==> src/rtl/slave_out_port_burst_if.sv <==
// Bus bundle between the serial burst transmitter and its source / master side.
// The slave modport is the transmitter's view; master is the driver/observer's view.
interface slave_out_port_burst_if #(
    parameter int DATA_WIDTH = 8,
    parameter int MAX_BURST  = 16
);
    localparam int BLW = $clog2(MAX_BURST);

    logic                  master_ready;
    logic                  data_ready;
    logic [DATA_WIDTH-1:0] datain;
    logic [BLW-1:0]        burst_len;
    logic                  abort;
    logic                  tx_data;
    logic                  slave_valid;
    logic                  slave_tx_done;
    logic                  burst_done;
    logic                  data_ack;
    logic                  busy;

    modport slave (
        input  master_ready, data_ready, datain, burst_len, abort,
        output tx_data, slave_valid, slave_tx_done, burst_done, data_ack, busy
    );

    modport master (
        output master_ready, data_ready, datain, burst_len, abort,
        input  tx_data, slave_valid, slave_tx_done, burst_done, data_ack, busy
    );
endinterface

==> src/rtl/slave_out_port_burst.sv <==
// Slave-side serial transmitter: captures words on data_ready & master_ready and
// shifts them out one bit per clock, streaming bursts of 1..MAX_BURST words.
//
//   state | meaning
//   IDLE  | no transfer; waiting for a handshake to start a burst
//   SHIFT | a word is on tx_data, one bit per cycle
//   WAIT  | between words of a burst; next word not yet offered
module slave_out_port_burst #(
    parameter int DATA_WIDTH = 8,
    parameter int MAX_BURST  = 16,
    parameter int MSB_FIRST  = 0,
    parameter bit IDLE_LEVEL = 1'b0
) (
    input logic                  clk,
    input logic                  reset,
    slave_out_port_burst_if.slave bus
);
    localparam int CW  = $clog2(DATA_WIDTH);
    localparam int BLW = $clog2(MAX_BURST);
    localparam logic [CW-1:0] LAST_BIT = CW'(DATA_WIDTH - 1);

    typedef enum logic [1:0] {IDLE, SHIFT, WAIT} state_e;

    state_e                state_q, state_d;
    logic [DATA_WIDTH-1:0] shift_reg_q, shift_reg_d;
    logic [CW-1:0]         bit_cnt_q, bit_cnt_d;
    logic [BLW-1:0]        words_left_q, words_left_d;
    logic                  tx_data_q, tx_data_d;
    logic                  slave_valid_q, slave_valid_d;
    logic                  slave_tx_done_q, slave_tx_done_d;
    logic                  burst_done_q, burst_done_d;
    logic                  data_ack_q, data_ack_d;
    logic                  busy_q, busy_d;

    logic                  hs;
    logic                  capture;
    logic [BLW-1:0]        words_load;
    logic [CW-1:0]         next_bit;

    assign hs = bus.data_ready & bus.master_ready;

    function automatic logic pick_bit(input logic [DATA_WIDTH-1:0] word,
                                      input logic [CW-1:0]         idx);
        if (MSB_FIRST != 0) return word[LAST_BIT - idx];
        else                return word[idx];
    endfunction

    always_comb begin
        state_d         = state_q;
        shift_reg_d     = shift_reg_q;
        bit_cnt_d       = bit_cnt_q;
        words_left_d    = words_left_q;
        tx_data_d       = IDLE_LEVEL;
        slave_valid_d   = 1'b0;
        slave_tx_done_d = 1'b0;
        burst_done_d    = 1'b0;
        data_ack_d      = 1'b0;
        capture         = 1'b0;
        words_load      = words_left_q;
        next_bit        = bit_cnt_q + 1'b1;

        if (bus.abort) begin
            state_d      = IDLE;
            bit_cnt_d    = '0;
            words_left_d = '0;
        end else begin
            case (state_q)
                IDLE: begin
                    if (hs) begin
                        capture    = 1'b1;
                        words_load = bus.burst_len;
                    end
                end
                SHIFT: begin
                    if (bit_cnt_q != LAST_BIT) begin
                        bit_cnt_d     = next_bit;
                        tx_data_d     = pick_bit(shift_reg_q, next_bit);
                        slave_valid_d = 1'b1;
                        if (next_bit == LAST_BIT) begin
                            slave_tx_done_d = 1'b1;
                            burst_done_d    = (words_left_q == '0);
                        end
                    end else if (words_left_q == '0) begin
                        state_d   = IDLE;
                        bit_cnt_d = '0;
                    end else if (hs) begin
                        // back-to-back word: no idle cycle between words
                        capture    = 1'b1;
                        words_load = words_left_q - 1'b1;
                    end else begin
                        state_d   = WAIT;
                        bit_cnt_d = '0;
                    end
                end
                WAIT: begin
                    if (hs) begin
                        capture    = 1'b1;
                        words_load = words_left_q - 1'b1;
                    end
                end
                default: begin
                    state_d   = IDLE;
                    bit_cnt_d = '0;
                end
            endcase
        end

        if (capture) begin
            state_d       = SHIFT;
            shift_reg_d   = bus.datain;
            bit_cnt_d     = '0;
            words_left_d  = words_load;
            tx_data_d     = pick_bit(bus.datain, '0);
            slave_valid_d = 1'b1;
            data_ack_d    = 1'b1;
        end

        busy_d = (state_d != IDLE);
    end

    always_ff @(posedge clk or negedge reset) begin
        if (!reset) begin
            state_q         <= IDLE;
            shift_reg_q     <= '0;
            bit_cnt_q       <= '0;
            words_left_q    <= '0;
            tx_data_q       <= IDLE_LEVEL;
            slave_valid_q   <= 1'b0;
            slave_tx_done_q <= 1'b0;
            burst_done_q    <= 1'b0;
            data_ack_q      <= 1'b0;
            busy_q          <= 1'b0;
        end else begin
            state_q         <= state_d;
            shift_reg_q     <= shift_reg_d;
            bit_cnt_q       <= bit_cnt_d;
            words_left_q    <= words_left_d;
            tx_data_q       <= tx_data_d;
            slave_valid_q   <= slave_valid_d;
            slave_tx_done_q <= slave_tx_done_d;
            burst_done_q    <= burst_done_d;
            data_ack_q      <= data_ack_d;
            busy_q          <= busy_d;
        end
    end

    assign bus.tx_data       = tx_data_q;
    assign bus.slave_valid   = slave_valid_q;
    assign bus.slave_tx_done = slave_tx_done_q;
    assign bus.burst_done    = burst_done_q;
    assign bus.data_ack      = data_ack_q;
    assign bus.busy          = busy_q;
endmodule

==> src/flat_wrapper.sv <==
// flat-port wrapper written by rule: the top's interface ports become plain ports
module slave_out_port_burst_flat 
#(
    parameter int DATA_WIDTH = 8,
    parameter int MAX_BURST  = 16,
    parameter int MSB_FIRST  = 0,
    parameter bit IDLE_LEVEL = 1'b0
)
  (clk, reset, bus_master_ready, bus_data_ready, bus_datain, bus_burst_len, bus_abort, bus_tx_data, bus_slave_valid, bus_slave_tx_done, bus_burst_done, bus_data_ack, bus_busy);
  slave_out_port_burst_if #(.DATA_WIDTH(DATA_WIDTH), .MAX_BURST(MAX_BURST)) bus_i ();
  input logic clk;
  input logic reset;
  input wire logic [$bits(bus_i.master_ready)-1:0] bus_master_ready;
  input wire logic [$bits(bus_i.data_ready)-1:0] bus_data_ready;
  input wire logic [$bits(bus_i.datain)-1:0] bus_datain;
  input wire logic [$bits(bus_i.burst_len)-1:0] bus_burst_len;
  input wire logic [$bits(bus_i.abort)-1:0] bus_abort;
  output wire logic [$bits(bus_i.tx_data)-1:0] bus_tx_data;
  output wire logic [$bits(bus_i.slave_valid)-1:0] bus_slave_valid;
  output wire logic [$bits(bus_i.slave_tx_done)-1:0] bus_slave_tx_done;
  output wire logic [$bits(bus_i.burst_done)-1:0] bus_burst_done;
  output wire logic [$bits(bus_i.data_ack)-1:0] bus_data_ack;
  output wire logic [$bits(bus_i.busy)-1:0] bus_busy;
  assign bus_i.master_ready = bus_master_ready;
  assign bus_i.data_ready = bus_data_ready;
  assign bus_i.datain = bus_datain;
  assign bus_i.burst_len = bus_burst_len;
  assign bus_i.abort = bus_abort;
  assign bus_tx_data = bus_i.tx_data;
  assign bus_slave_valid = bus_i.slave_valid;
  assign bus_slave_tx_done = bus_i.slave_tx_done;
  assign bus_burst_done = bus_i.burst_done;
  assign bus_data_ack = bus_i.data_ack;
  assign bus_busy = bus_i.busy;
  slave_out_port_burst #(.DATA_WIDTH(DATA_WIDTH), .MAX_BURST(MAX_BURST), .MSB_FIRST(MSB_FIRST), .IDLE_LEVEL(IDLE_LEVEL)) u_core (.clk(clk), .reset(reset), .bus(bus_i));
endmodule
==> config.mk <==
export PLATFORM = sky130hd
export DESIGN_NAME = slave_out_port_burst_flat
export DESIGN_NICKNAME = d
export VERILOG_FILES = /design/src/rtl/slave_out_port_burst_if.sv /design/src/rtl/slave_out_port_burst.sv /design/src/flat_wrapper.sv
export SDC_FILE = /design/constraint.sdc
export NUM_CORES = 1
export LEC_CHECK = 0
export ABC_CLOCK_PERIOD_IN_PS = 2200
export CORE_MARGIN = 3
export CORE_UTILIZATION = 47
export CTS_BUF_LIST = sky130_fd_sc_hd__clkbuf_16
export CTS_CLUSTER_SIZE = 14
export DETAILED_ROUTE_END_ITERATION = 6
export GPL_TIMING_DRIVEN = 1
export PLACE_DENSITY = 0.83
export SYNTH_ARGS = -nofsm -noshare
export SYNTH_HDL_FRONTEND = slang
export SYNTH_SLANG_ARGS = --single-unit
==> constraint.sdc <==
create_clock -name clk -period 2.2 [get_ports clk]
set_input_delay 0.22 -clock clk [delete_from_list [all_inputs] [get_ports clk]]
set_output_delay 0.22 -clock clk [all_outputs]
set_load 0.005 [all_outputs]
# Word-level counts from Yosys, hierarchy flattened
# Cells that the tools add are included.
op_classes:
  add_sub_neg: 2
  magnitude_cmp: 1
  eq_ne: 10
  muxes: 44
  n_bitwise: 1
  reduce_logical: 8
op_table:
  columns: ["cell", "count"]
  rows:
  - ["4-bit two-way mux", 7]
  - ["1-bit two-way mux", 22]
  - ["3-bit two-way mux", 5]
  - ["4-bit case mux with 3 select lines", 1]
  - ["2-bit two-way mux", 5]
  - ["3-bit inequality test, second input constant", 3]
  - ["6-bit inequality test, second input constant", 1]
  - ["3-bit case mux with 2 select lines", 1]
  - ["6-bit AND reduction", 1]
  - ["4-bit logical NOT", 1]
  - ["3-bit by 4-bit less-than comparator with 1-bit output, second input constant", 1]
  - ["2-bit case mux with 2 select lines", 1]
  - ["2-bit nonzero test", 2]
  - ["4-bit nonzero test", 1]
  - ["4-bit by 1-bit subtractor with 4-bit output, second input constant", 1]
  - ["3-bit by 1-bit adder with 3-bit output, second input constant", 1]
  - ["1-bit binary-select mux with 3-bit select", 1]
  - ["3-bit == test, second input constant", 1]
  - ["3-bit by 1-bit inequality test with 1-bit output, second input constant", 1]
  - ["3-bit by 2-bit inequality test with 1-bit output, second input constant", 1]
  - ["2-bit by 1-bit == test with 1-bit output, second input constant", 1]
  - ["2-bit == test, second input constant", 1]
  - ["2-bit logical NOT", 1]
  - ["2-bit inequality test, second input constant", 1]
  - ["other kinds (4)", 4]
word_totals:
  regBits: 23
  output_inout_bits: 6
  wordCells: 76

# Longest topological paths before layout
# Gate-level depths: netlist of the first run.
depth:
  depth_word: 8
  mapped_depth: 7
  ltp_nobuf: 6

# Worst setup path after synthesis of the first run
# OpenSTA, ideal clock, no wires.
synth_timing:
  kind: "flip-flop to flip-flop"
  start: "reg u_core.bit_cnt_q[0]"
  end: "reg u_core.shift_reg_q[2]"
  setup_ps: 125
  arrival_ps: 1844
  required_time_ps: 2075
  path_slack_ps: 231
  stages_incl_launch_ff: 7
  n_path_buf: 1
  synth_period_minus_slack_ps: 1969
  path_cell_list: "dfrtp_1 > ha_1 > ha_1 > a211oi_2 > a2111oi_4 > buf_6 > mux2_4"
synth_between:
  elab_chain_cells: 4
synth_lines:
  columns: ["element", "line_no", "text"]
  rows:
  - ["from (decl)", "slave_out_port_burst.sv:26", "logic [CW-1:0] bit_cnt_q, bit_cnt_d;"]
  - ["from (signal assigned)", "slave_out_port_burst.sv:136", "bit_cnt_q <= bit_cnt_d;"]
  - ["3-bit inequality test", "slave_out_port_burst.sv:75", "if (bit_cnt_q != LAST_BIT) begin"]
  - ["1-bit two-way mux", "slave_out_port_burst.sv:75", null]
  - ["1-bit case mux with 2 select lines", "slave_out_port_burst.sv:67", "case (state_q)"]
  - ["1-bit two-way mux", "slave_out_port_burst.sv:62", "if (bus.abort) begin"]
  - ["named net u_core.capture", "slave_out_port_burst.sv:36", "logic capture;"]
  - ["to (signal assigned)", "slave_out_port_burst.sv:135", "shift_reg_q <= shift_reg_d;"]
  - ["to (decl)", "slave_out_port_burst.sv:25", "logic [DATA_WIDTH-1:0] shift_reg_q, shift_reg_d;"]
# The timed path passes the listed nets, and every way through them passes these cells.
# A chain may end at the register's enable or synchronous reset.

# Worst setup path in the final report of the first run
layout_timing:
  start: "reg u_core.bit_cnt_q[1]"
  end: "reg u_core.shift_reg_q[1]"
layout_between:
  elab_chain_cells: 4
layout_lines:
  columns: ["element", "line_no"]
  rows:
  - ["3-bit inequality test", "slave_out_port_burst.sv:75"]
  - ["1-bit two-way mux", "slave_out_port_burst.sv:75"]
  - ["1-bit case mux with 2 select lines", "slave_out_port_burst.sv:67"]
  - ["1-bit two-way mux", "slave_out_port_burst.sv:62"]
# No other way between the ends.

==> results of run 1 <==
-- stage by stage --
stage / worst slack, ns / power, mW / cells / instance area, um2 / util
3_3_place_gp: 0.281 / 0.761 / 170 / 1600 / 0.618
3_5_place_dp: 0.218 / 0.776 / 170 / 1600 / 0.618
4_1_cts: 0.172 / 1.17 / 174 / 1680 / 0.649
5_1_grt: 0.0701 / 1.22 / 174 / 1680 / 0.649
6_report: 0.139 / 1.16 / 174 / 1680 / 0.649
2_1_floorplan: 0.231 / 0.685 / 116 / 1350 / -
-- Yosys cell counts, types with 4 or more instances --
library cell,count,share of area
mux2i_1,4,0.030
nor3_1,4,0.015
mux2_4,5,0.056
inv_1,10,0.028
ha_1,9,0.083
nand2_1,4,0.011
nor2_1,5,0.014
dfrtp_1,23,0.43
-- metal layers --
| metal | vias up | wire length (um) | track usage |
|---|---|---|---|
| met5 | - | 0 | 0 |
| met4 | 0 | 55 | 0.0411 |
| met3 | 6 | 99 | 0.0392 |
| met2 | 19 | 1540 | 0.323 |
| met1 | 509 | 1160 | 0.216 |
| li1 | 491 | - | - |
-- worst paths after layout --
check | start | endpoint | slack [ns] | depth (start not counted)
worst max-delay path | u_core.bit_cnt_q[1]$_DFFE_PN0P_ | u_core.shift_reg_q[1]$_DFFE_PN0P_ | 0.14 | 6
worst min-delay path | reset | u_core.words_left_q[0]$_DFFE_PN0P_ | 0.32 | 2
worst max register to register | u_core.bit_cnt_q[1]$_DFFE_PN0P_ | u_core.shift_reg_q[1]$_DFFE_PN0P_ | 0.14 | 6
worst min register to register | u_core.shift_reg_q[7]$_DFFE_PN0P_ | u_core.shift_reg_q[7]$_DFFE_PN0P_ | 0.51 | 1
max in group asynchronous | reset | u_core.bit_cnt_q[0]$_DFFE_PN0P_ | 1.65 | 2
min in group clk | u_core.shift_reg_q[7]$_DFFE_PN0P_ | u_core.shift_reg_q[7]$_DFFE_PN0P_ | 0.51 | 1
-- flip-flops by register name, summed over array words and instances (netlist names) --
register	flops
u_core.shift_reg_q	8
u_core.words_left_q	4
u_core.bit_cnt_q	3
u_core.state_q	2
u_core.bus.burst_done	1
u_core.bus.busy	1
u_core.bus.data_ack	1
u_core.bus.slave_tx_done	1
u_core.bus.slave_valid	1
u_core.bus.tx_data	1
-- final cells by class --
type | instances | area (um2)
Tap cell | 30 | 37.5
Multi-Input combinational cell | 79 | 684
Clock inverter | 1 | 5.00
Timing Repair Buffer | 28 | 265
Fill cell | 199 | 910
Clock buffer | 3 | 75.1
Inverter | 10 | 37.5
Sequential cell | 23 | 576
-- where the power goes --
group	leakage (nW)	internal (mW)	total [mW]	switching, mW
Clock	0.0409	0.244	0.392	0.147
Combinational	0.380	0.143	0.254	0.110
Sequential	0.301	0.480	0.515	0.0354
-- worst reg2reg max path: stages, from the launching register on --
cell       delay, ns
dfrtp_1         0.39
ha_1            0.17
ha_1            0.30
a211oi_2        0.15
a2111oi_4       0.36
buf_4           0.23
mux2_2          0.34
-- kinds of logic (layout without fill, tap and decap cells) --
kind of cell	count (synthesis)	in the layout	synth area share
compound gates	25	25	0.157
fa+ha+maj	9	9	0.0835
buf+inv	14	42	0.0659
flops	23	23	0.427
mux	12	12	0.119
simple gates	33	33	0.148
==> results_dict.tcl, run 1 <==
set metrics [dict create \
    status "finished clean" \
    clock_latency_ns 0.25 \
    required_ns 2.34 \
    worstPathArrival_ns 2.20 \
    synthCells 116 \
    grt_max_degree 24 \
    finClkSkew_ns 0.00229 \
    p_leak_nw 0.722 \
    final_antenna_net_count 0 \
    synth_nets 142 \
    numCtsBuffers 3 \
    htree_num_levels 1 \
    ys_types 46 \
    synth_seq_cells 23 \
    synth_warnings 0 \
    slew_headroom 0.637 \
    cts_tree "yes" \
    drive_gt1_frac 0.174 \
    n_antenna_cell 0 \
    die_y_um 59.6 \
    final_max_slew_viol_count 0 \
    syn_avg_cell_area_um2 11.6 \
    wl_per_cell_um 16.4 \
    setup_viol 0 \
    post_cts_resized 0 \
    cp_max_fo 7 \
    cts_sinks 23 \
    cts_setup_buffers 0 \
    via_count 1025 \
    grt_pass1_wl_um 4750 \
    post-route-min-period_ns 2.06 \
    most-common-layout-cells "dfrtp_1, clkdlybuf4s50_1, inv_1, ha_1, buf_4" \
    grt_pass1_vias 1010 \
    holdWs_ns 0.320 \
    fin_nets 171 \
    drc 0 \
    dieArea_mm2 0.00355 \
    synthFlopType "dfrtp_1" \
    grt_remaining_overflow 0 \
    powerDensity_mw_per_mm2 691 \
    drtIter0Drc 38 \
    rsz0062_at_grt "false" \
    cp-start-kind "flop" \
    routed_wl_um 2850 \
    path_common_cell "ha_1" \
    hold_buffers 0 \
    critPathBufInv 1 \
    drt_first_pass_iters 4 \
    io_buffers 22 \
    worstSetupEndpointType "flop" \
    worst-setup-path-type "reg -> reg" \
    cp_slowest_cell "dfrtp_1" \
    clkTransAtPathRegs_ns 0.06 \
    die_x_um 59.6 \
    grtUsageTotal 0.179 \
    synth_edf_count 0 \
    critical_path.cell_chain "ha_1 -> ha_1 -> a211oi_2 -> a2111oi_4 -> buf_4 -> mux2_2" \
    antenna_found_initial 0 \
    initial_core_util 0.521 \
    place_hpwl_um 2130 \
    clockBufferDepth 2 \
    min_path_type "in -> async" \
    clock-root-buffer "clkbuf_16" \
    rows 18 \
    vdd_ir_drop_max_mv 0.771 \
    tns_ns 0 \
    netlist_area_mm2 0.00135 \
    layout_commonest_cell "dfrtp_1" \
    coreArea_mm2 0.00259 \
    max_freq_mhz 485 \
    cp_top_family "compound AO/OA/AOI/OAI gates" \
    async_flop_share 1.00 \
    num_io_pins 23 \
    slowest_delay_ns 0.39 \
    finalHoldViolCount 0 \
    max_slew.worst_pin.slew_ns 0.541 \
    avgViaCountPerCell 5.89 \
    place.gp.congestion 0.860 \
    drv_cap 0 \
    fin_crit_sh 0.937 \
    area_delta_synth_final_pct 24.6 \
    ys_seq_area_frac 0.427 \
]
Power figures use the tool's default switching activity.
==> run 2: changes to the inputs <==
--- a/config.mk
+++ b/config.mk
@@ -5,14 +5,15 @@
 export SDC_FILE = /design/constraint.sdc
 export NUM_CORES = 1
 export LEC_CHECK = 0
-export ABC_CLOCK_PERIOD_IN_PS = 2200
+export ABC_CLOCK_PERIOD_IN_PS = 2500
+export CAP_MARGIN = 20
 export CORE_MARGIN = 3
 export CORE_UTILIZATION = 47
 export CTS_BUF_LIST = sky130_fd_sc_hd__clkbuf_16
 export CTS_CLUSTER_SIZE = 14
 export DETAILED_ROUTE_END_ITERATION = 6
 export GPL_TIMING_DRIVEN = 1
-export PLACE_DENSITY = 0.83
+export PLACE_DENSITY = 0.72
 export SYNTH_ARGS = -nofsm -noshare
 export SYNTH_HDL_FRONTEND = slang
 export SYNTH_SLANG_ARGS = --single-unit
==> constraint.sdc (replaced) <==
create_clock -name clk -period 2.5 [get_ports clk]
set_input_delay 0.25 -clock clk [delete_from_list [all_inputs] [get_ports clk]]
set_output_delay 0.25 -clock clk [all_outputs]
set_load 0.005 [all_outputs]
==> run 2 against run 1 <==
  * Non-clock buffer count fell by 2
  * Utilization is 0.58 points lower
  * Sequential power fell by 12%
  * Via count fell by 4.1%
  * Maximum frequency shrank 3.5%
  * Design area down 0.89%
  * Global-route usage decreased by 0.97 points
  * Die area is the same
  * First-iteration DRC count did not move
  * Cell count is 1.1% lower
  * Clock skew is essentially flat
  * Register-to-register slack improved by 0.23 ns
  * Highest routed layer unchanged
==> results_dict.tcl, run 2 (synthesized netlist as in run 1, its figures left out) <==
set metrics [dict create \
    vdd_ir_drop_max_mv 0.504 \
    cts_setup_buffers 0 \
    clockBufferDepth 2 \
    coreArea_mm2 0.00259 \
    largest_reg_flops 8 \
    p_int_mw 0.762 \
    drt_first_pass_iters 4 \
    worst-setup-path-type "reg -> reg" \
    status "finished clean" \
    reg2reg_depth 6 \
    die_x_um 59.6 \
    power_frac_comb 0.216 \
    place_hpwl_um 1920 \
    drc 0 \
    wl_per_cell_um 15.1 \
    powerDensity_mw_per_mm2 612 \
    cts_sinks 23 \
    rows 18 \
    final_core_util 0.643 \
    max_freq_mhz 468 \
    numCtsBuffers 3 \
    top_register "u_core.shift_reg_q" \
    p_seq_frac 0.443 \
    fin_cells 172 \
    reg_top3 "u_core.shift_reg_q (8), u_core.words_left_q (4), u_core.bit_cnt_q (3)" \
    p_leak_nw 0.711 \
    routed_wl_um 2600 \
    num-fill-cells 208 \
    drv_cap 0 \
    finalHoldViolCount 0 \
    setup_viol 0 \
    num_io_pins 23 \
    grtUsageTotal 0.170 \
    dieArea_mm2 0.00355 \
    fin_nets 169 \
    area_delta_synth_final_pct 23.5 \
    grt_remaining_overflow 0 \
    avgViaCountPerCell 5.72 \
    min_path_type "in -> async" \
    swShare 0.252 \
    grt_max_degree 24 \
    final_max_slew_viol_count 0 \
    most-common-layout-cells "dfrtp_1, clkdlybuf4s50_1, inv_1, ha_1" \
    clkPwrFrac 0.341 \
    n_antenna_cell 0 \
    placed_cells 168 \
    worstPathArrival_ns 2.28 \
    cp_max_fo 13 \
    max_slew.worst_pin.slew_ns 0.539 \
    fin_crit_sh 0.854 \
    via_count 983 \
    rsz0062_at_grt "false" \
    drtIter0Drc 38 \
    finClkSkew_ns 0.00193 \
    antenna_found_initial 0 \
    final_antenna_net_count 0 \
    htree_num_levels 1 \
    p_switching_mw 0.257 \
    clock_latency_ns 0.26 \
    grt_pass1_vias 990 \
    fin_total_pwr_mw 1.02 \
    cts_tree "yes" \
    tns_ns 0 \
    clock-root-buffer "clkbuf_16" \
    drive_gt1_frac 0.162 \
    multi_input_area_um2 684 \
    io_buffers 22 \
    initial_core_util 0.521 \
    layout_commonest_cell "dfrtp_1" \
    clkTransAtPathRegs_ns 0.06 \
    post_cts_resized 0 \
    grt_pass1_wl_um 4440 \
    holdWs_ns 0.340 \
    ff_latch_area_um2 576 \
    die_y_um 59.6 \
    hold_buffers 0 \
    place.gp.congestion 0.867 \
    worstSetupEndpointType "flop" \
    required_ns 2.64 \
    post-route-min-period_ns 2.14 \
    slew_headroom 0.638 \
    cp-start-kind "flop" \
]
==> run 2: cell types whose count changed in the layout (fill, tap and decap cells not counted) <==
cell / delta
buf_4: -2
==> run 2: metal layers <==
| layer | vias to the layer above | share of wire | wire, um | global-route usage |
|---|---|---|---|---|
| met5 | - | 0 | 0 | 0 |
| met4 | 0 | 0.017 | 44 | 0.0728 |
| met3 | 5 | 0.046 | 121 | 0.0392 |
| met2 | 22 | 0.47 | 1240 | 0.284 |
| met1 | 469 | 0.46 | 1200 | 0.208 |
| li1 | 487 | - | - | - |
==> run 2: path summary, 6_finish.rpt <==
check,to,slack [ns],start
setup / recovery,u_core.shift_reg_q[7]$_DFFE_PN0P_,0.36,u_core.bit_cnt_q[0]$_DFFE_PN0P_
hold / removal,u_core.shift_reg_q[5]$_DFFE_PN0P_,0.34,reset
setup reg to reg,u_core.shift_reg_q[7]$_DFFE_PN0P_,0.36,u_core.bit_cnt_q[0]$_DFFE_PN0P_
hold reg to reg,u_core.shift_reg_q[1]$_DFFE_PN0P_,0.51,u_core.shift_reg_q[1]$_DFFE_PN0P_
max in group asynchronous,u_core.words_left_q[2]$_DFFE_PN0P_,1.94,reset
min in group clk,u_core.shift_reg_q[1]$_DFFE_PN0P_,0.51,u_core.shift_reg_q[1]$_DFFE_PN0P_
==> run 2: power groups by stage <==
stage / sequential, mW / clock (mW) / combinational [mW]
floorplan: 0.449 / 0 / 0.153
CTS: 0.452 / 0.348 / 0.222
detailed placement: 0.458 / 0 / 0.219
global placement: 0.458 / 0 / 0.211
finish: 0.452 / 0.347 / 0.220
global route: 0.458 / 0.363 / 0.241
==> run 2: cell type report <==
cell class / count / area share
well taps: 30 / 0.0225
inverters: 10 / 0.0225
multi-input cells: 79 / 0.411
repair buffers: 26 / 0.150
clock inverters: 1 / 0.00301
flip-flops and latches: 23 / 0.346
clock buffers: 3 / 0.0451
==> run 2: metrics by stage <==
| stage | instance area, um2 | setup slack [ns] |
|---|---|---|
| 3_5_place_dp | 1590 | 0.381 |
| 2_1_floorplan | 1350 | 0.531 |
| 5_1_grt | 1670 | 0.246 |
| 4_1_cts | 1670 | 0.351 |
| 6_report | 1670 | 0.364 |
| 3_3_place_gp | 1590 | 0.455 |
==> run 2: worst max-delay path, cell delays in order, from the launching register on <==
cell       delay (ns)
dfrtp_1          0.45
ha_1             0.19
ha_1             0.29
a211oi_2         0.15
a2111oi_4        0.32
buf_4            0.27
mux2_1           0.34
